===== src/rtl/mem_copy_engine.sv =====
// mem_copy_engine: forward block-copy bus initiator; define MEM_COPY_CHECKSUM_EN to add out_checksum
module mem_copy_engine #(
    parameter int ADDR_W       = 32,
    parameter int DATA_W       = 32,
    parameter int LEN_W        = 16,
    parameter int READ_LATENCY = 1
) (
    input  logic              clk,
    input  logic              in_rst_n,
    input  logic              in_start,
    input  logic [ADDR_W-1:0] in_src,
    input  logic [ADDR_W-1:0] in_dst,
    input  logic [LEN_W-1:0]  in_len,
    output logic              out_busy,
    output logic              out_done,
    output logic [LEN_W-1:0]  out_count,
    output logic              out_mem_read,
    output logic              out_mem_write,
    output logic [ADDR_W-1:0] out_mem_addr,
    output logic [DATA_W-1:0] out_mem_wdata,
    input  logic [DATA_W-1:0] in_mem_rdata
`ifdef MEM_COPY_CHECKSUM_EN
    ,
    output logic [DATA_W-1:0] out_checksum
`endif
);
    localparam logic [2:0] S_IDLE = 3'd0;
    localparam logic [2:0] S_RD   = 3'd1;
    localparam logic [2:0] S_WAIT = 3'd2;
    localparam logic [2:0] S_WR   = 3'd3;
    localparam logic [2:0] S_DONE = 3'd4;
    // WAIT lasts READ_LATENCY-1 cycles, so the counter starts one below that
    localparam logic [2:0] LAT_INIT = 3'(READ_LATENCY - 2);

    logic [2:0]        state;
    logic [2:0]        lat;
    logic [ADDR_W-1:0] src;
    logic [ADDR_W-1:0] dst;
    logic [LEN_W-1:0]  len;
    logic [LEN_W-1:0]  idx;

    // copy sequencer: one read, optional latency wait, one write per word
    always_ff @(posedge clk) begin
        if (!in_rst_n) begin
            state     <= S_IDLE;
            lat       <= '0;
            src       <= '0;
            dst       <= '0;
            len       <= '0;
            idx       <= '0;
            out_count <= '0;
        end else begin
            case (state)
                S_IDLE: if (in_start) begin
                    src       <= in_src;
                    dst       <= in_dst;
                    len       <= in_len;
                    idx       <= '0;
                    out_count <= '0;
                    state     <= (in_len == '0) ? S_DONE : S_RD;
                end
                S_RD: begin
                    lat   <= LAT_INIT;
                    state <= (READ_LATENCY > 1) ? S_WAIT : S_WR;
                end
                S_WAIT: begin
                    lat   <= lat - 3'd1;
                    state <= (lat == '0) ? S_WR : S_WAIT;
                end
                S_WR: begin
                    idx       <= idx + LEN_W'(1);
                    out_count <= out_count + LEN_W'(1);
                    state     <= (idx + LEN_W'(1) == len) ? S_DONE : S_RD;
                end
                default: state <= S_IDLE;
            endcase
        end
    end

`ifdef MEM_COPY_CHECKSUM_EN
    // running sum of every word written in the current transfer
    always_ff @(posedge clk) begin
        if (!in_rst_n)
            out_checksum <= '0;
        else if (state == S_IDLE && in_start)
            out_checksum <= '0;
        else if (state == S_WR)
            out_checksum <= out_checksum + in_mem_rdata;
    end
`endif

    assign out_busy      = state != S_IDLE;
    assign out_done      = state == S_DONE;
    assign out_mem_read  = in_rst_n && state == S_RD;
    assign out_mem_write = in_rst_n && state == S_WR;
    assign out_mem_addr  = (state == S_RD) ? src + ADDR_W'(idx) :
                           (state == S_WR) ? dst + ADDR_W'(idx) : '0;
    assign out_mem_wdata = (state == S_WR) ? in_mem_rdata : '0;
endmodule

===== config.mk =====
export PLATFORM = sky130hd
export DESIGN_NAME = mem_copy_engine
export DESIGN_NICKNAME = d
export VERILOG_FILES = /design/src/rtl/mem_copy_engine.sv
export SDC_FILE = /design/constraint.sdc
export NUM_CORES = 1
export LEC_CHECK = 0
export BUFFER_PORTS_ARGS = -buffer_cell sky130_fd_sc_hd__buf_2
export CORE_ASPECT_RATIO = 1.5
export CORE_UTILIZATION = 45
export CTS_CLUSTER_DIAMETER = 40
export DETAILED_ROUTE_END_ITERATION = 8
export PLACE_DENSITY = 0.67
export SETUP_SLACK_MARGIN = 0.5
export SYNTH_ARGS = -nofsm -noshare
export SYNTH_HDL_FRONTEND = slang
export SYNTH_SLANG_ARGS = --single-unit

===== constraint.sdc =====
create_clock -name clk -period 4.7 [get_ports clk]
set_clock_uncertainty 0.2 [all_clocks]
set_input_delay 0.705 -clock clk [delete_from_list [all_inputs] [get_ports clk]]
set_output_delay 0.705 -clock clk [all_outputs]
set_load 0.02 [all_outputs]

==> qor.log <==
qor: run_status.run_status finished, violations left
qor: run_status.violated_checks design-rule violations
qor: final_layout.share_of_post_route_cells_with_drive_strength_above_1 22.85%
qor: synthesis.synth_top_family_by_area compound AO/OA/AOI/OAI gates
qor: placement.place_congestion 0.8857
qor: timing.finalHoldViolations 0
qor: worst_setup_path.cp.arrival 3180 ps
qor: synthesis.synth.top_cell.area_share 29.35%
qor: cts.ctsLongestPathBuffers 2
qor: floorplan.core_area 0.01742 mm^2
qor: global_route.grt_antenna_before_repair 0
qor: drt.dr.pass1.iters 7
qor: pwr.cellPowerDensity 393.1 mW/mm^2
qor: worst_setup_path.r2r-start state[0]
qor: timing.slew_headroom 26.33%
qor: final_layout.area_delta_synth_final 22.56%
qor: final_layout.finalNetCount 1361
qor: cts.cts-buffers-inserted 17
qor: pwr.totalPowerFinal 3.878 mW
qor: worst_setup_path.cp.required 3800 ps
qor: timing.post-route-worst-setup-slack 613.0 ps
qor: final_layout.post_route_cell_area 0.009864 mm^2
qor: synthesis.synth_seq_area_share 29.35%
qor: timing.fmax 0.2447 GHz
qor: synthesis.yosys.area_share.adder 6.094%
qor: worst_hold_path.hold-path-cell-count 2
qor: worst_setup_path.timing.reg2reg.setup_slack 1790 ps
qor: worst_setup_path.worst-path-max-fanout 8
qor: floorplan.initial_utilization 46.20%
qor: floorplan.die_height 165.8 um
qor: synthesis.synth_seq_cells 118
qor: drt.drt_drc_violations_left 20
qor: cts.hold_buffers 0
qor: placement.dpl_cell_area 0.009156 mm^2
qor: placement.place.detailed.hpwl 16.87 mm
qor: timing.worst_pin_slew 1097 ps
qor: synthesis.synth_simple_gate_area_share 25.52%
qor: pwr.leakage 4.322 nW
qor: synthesis.netlist.top_cell.by_area sky130_fd_sc_hd__dfxtp_1
qor: worst_setup_path.critical_path.max_stage_delay 420 ps
qor: synthesis.synth_compound_gate_area_share 26.27%
qor: worst_setup_path.r2r-end out_count[11]
qor: global_route.grt_max_degree 93
qor: synthesis.synth_cells 1038
qor: timing.final_max_slew_viol_count 0
qor: worst_hold_path.min_delay_worst_type reg2reg
qor: cts.tritoncts done
qor: synthesis.netlist_top_cells_area sky130_fd_sc_hd__dfxtp_1 29%, sky130_fd_sc_hd__nand2_1 9.7%, sky130_fd_sc_hd__a21boi_0 8.5%
qor: floorplan.die_area 0.01844 mm^2
qor: cts.worst_skew_pair.late_latency 410 ps
qor: synthesis.synth-xor-area-share 8.270%
qor: drt.dr_total_vias 8026
qor: floorplan.fp-row-count 59
qor: final_layout.num_antenna_cells 0
qor: worst_setup_path.endpoint_kind output port
qor: synthesis.average_size_of_a_mapped_cell 7.754 um^2
qor: final_layout.nFillCells 1680
qor: cts.cts_root_buf sky130_fd_sc_hd__clkbuf_16
qor: global_route.overflow 0
qor: synthesis.yosysWarnings 0
qor: placement.port_buffers 198
qor: synthesis.synthesis.area 0.008049 mm^2
qor: global_route.gr-usage-all-layers 24.74%
qor: drt.drt_first_iter_violations 564
qor: drt.drt-wirelength-per-cell 15.96 um
qor: global_route.wire_length_of_the_first_global_routing_pass 37.09 mm
qor: cts.cts-htree-levels 4
qor: placement.place_worst_setup_slack 935.8 ps
qor: worst_setup_path.worstPathCellList ha_2 -> inv_1 -> fa_1 -> nor2b_1 -> o31a_1 -> o221a_4 -> o2111ai_4 -> a2111oi_4 -> xnor2_1 -> o22ai_1 -> buf_4
qor: synthesis.postSynth.asyncResetShare 0%
qor: job.max_cap_violations 0
qor: worst_setup_path.worst_setup_path_start_kind flip-flop
qor: floorplan.fp.dieW 111.2 um
qor: worst_setup_path.worst-setup-path-type reg2out
qor: synthesis.main_synth_ff_type sky130_fd_sc_hd__dfxtp_1
qor: drt.drtAntennaViolNets 0
qor: worst_hold_path.hold_path.startpoint dst[29]
qor: worst_setup_path.r2r_cells 8
qor: timing.setup_viol_count_final 0
qor: synthesis.synth_enable_flop_cells 0
qor: cts.clkSinkCount 118
qor: timing.min_period_over_period 86.96%
qor: worst_setup_path.timing.critical_path.slowest_stage_cell sky130_fd_sc_hd__a2111oi_4
qor: cts.clk_transition_reported_paths 60 ps
qor: global_route.grt_pass1_vias 7499
qor: synthesis.synth_cell_type_count 73
qor: synthesis.muxShareOfSynthArea 0.6218%
qor: pwr.ir_worst_vdd 0.3800 mV
qor: worst_hold_path.endpoint_with_the_worst_hold_slack dst[29]
qor: timing.finalWorstPathRequiredPeriod 4087 ps
qor: timing.rsz0062_at_grt true
qor: drt.totalWireLength 22.88 mm
qor: drt.drt-vias-per-instance 5.597
qor: floorplan.num_io_pins 199
qor: timing.setup-tns-final 0 ps
qor: synthesis.syn_nets 1191
-- power by group --
group | internal (mW) | total (mW) | switching [mW] | leakage [nW]
registers | 1.14 | 1.28 | 0.146 | 0.964
clock network | 0.937 | 1.42 | 0.488 | 0.309
logic | 0.401 | 1.17 | 0.767 | 3.05
-- flip-flops by register name, summed over array words and instances (netlist names) --
register	cells
src	32
lat	3
out_count	16
len	16
state	3
dst	32
idx	16
-- cells in the mapped netlist, types with 4 or more instances --
cell type	number
sky130_fd_sc_hd__dfxtp_1	118
sky130_fd_sc_hd__o21a_1	12
sky130_fd_sc_hd__mux2i_1	5
sky130_fd_sc_hd__a31oi_1	4
sky130_fd_sc_hd__and3_1	45
sky130_fd_sc_hd__o2111ai_1	5
sky130_fd_sc_hd__a21boi_0	91
sky130_fd_sc_hd__o22ai_1	27
sky130_fd_sc_hd__o21ai_0	55
sky130_fd_sc_hd__and2_1	17
sky130_fd_sc_hd__nor3_1	14
sky130_fd_sc_hd__nor2_1	38
sky130_fd_sc_hd__nor4_1	8
sky130_fd_sc_hd__xor2_1	37
sky130_fd_sc_hd__nand2_1	209
sky130_fd_sc_hd__o211ai_1	7
sky130_fd_sc_hd__nor2b_1	15
sky130_fd_sc_hd__nand2b_1	6
sky130_fd_sc_hd__nand3_1	22
sky130_fd_sc_hd__ha_1	36
sky130_fd_sc_hd__clkbuf_1	51
sky130_fd_sc_hd__a21o_1	12
sky130_fd_sc_hd__a21oi_1	47
sky130_fd_sc_hd__and4_1	5
sky130_fd_sc_hd__nand4_1	14
sky130_fd_sc_hd__inv_1	20
sky130_fd_sc_hd__a211oi_1	6
sky130_fd_sc_hd__xnor2_1	39
sky130_fd_sc_hd__or3_1	7
-- worst max-delay path: cells and delay by family, from the launching register on --
family          cells  cell delay, ps
buf+inv             2             270
compound gates      5            1190
flops               1             390
fa+ha+maj           2             600
xor+xnor            1             160
simple gates        1             160
-- area by class of cell --
type | count | area (um^2) | share of cell area (%)
tap | 213 | 266.5 | 2.702
multi-input combinational | 841 | 5410 | 54.85
sequential | 118 | 2367 | 24.00
clock inverter | 14 | 207.7 | 2.106
timing repair buffer | 210 | 1109 | 11.24
clock buffer | 18 | 429.2 | 4.351
inverter | 20 | 75.07 | 0.7610
-- through the flow --
step | util (%) | cells | hold slack [ps]
6_report | 56.62 | 1434 | 264.1
5_1_grt | 56.62 | 1434 | 299.0
4_1_cts | 56.22 | 1431 | 265.9
3_5_place_dp | 52.56 | 1399 | 258.3
3_3_place_gp | 52.56 | 1399 | 256.5
2_1_floorplan | - | 1038 | 243.5
-- cell families after synthesis --
logic type | count (synthesis)
AND/OR/NAND/NOR | 422
buffers and inverters | 79
adder cells (fa/ha/maj) | 38
multiplexers | 5
AO/OA/AOI/OAI | 300
flip-flops | 118
XOR/XNOR | 76
-- worst max-delay path by stage --
stage               startpoint                to  slack (ps)  cells past startpoint
detailed placement      idx[0]  out_mem_addr[30]         940                     11
finish                  idx[0]  out_mem_addr[30]         610                     11
CTS                     idx[3]  out_mem_addr[31]         510                      9
global route            idx[2]  out_mem_addr[31]         450                      9
global placement        idx[0]  out_mem_addr[30]         970                     11
floorplan               idx[0]  out_mem_addr[30]        1210                     10
-- placed cells by master, fill, tap and decap left out, types with 17 or more instances in the layout --
cell and n:
sky130_fd_sc_hd__dfxtp_1 116, sky130_fd_sc_hd__inv_1 20, sky130_fd_sc_hd__o22ai_1 27, sky130_fd_sc_hd__a21oi_1 46, sky130_fd_sc_hd__and3_1 45, sky130_fd_sc_hd__buf_2 197
sky130_fd_sc_hd__a21boi_0 91, sky130_fd_sc_hd__ha_1 35, sky130_fd_sc_hd__nand2_1 208, sky130_fd_sc_hd__nand3_1 22, sky130_fd_sc_hd__xnor2_1 39, sky130_fd_sc_hd__nor2_1 38
sky130_fd_sc_hd__xor2_1 37, sky130_fd_sc_hd__clkbuf_16 17, sky130_fd_sc_hd__o21ai_0 55
-- metal layers --
layer	track usage (%)	share of wire (%)	vias to the layer above
li1	-	-	4024
met1	29.04	42	3690
met2	44.29	51	260
met3	3.066	4.4	52
met4	11.75	3.3	0
met5	0	0	-
-- what timing repair did --
action                     CTS  global route
setup buffers                0             3
pin swaps                    0             4
hold endpoints to repair     0             0
setup endpoints to repair    1            18
gates resized for setup      1             9
Power figures use the tool's default switching activity.
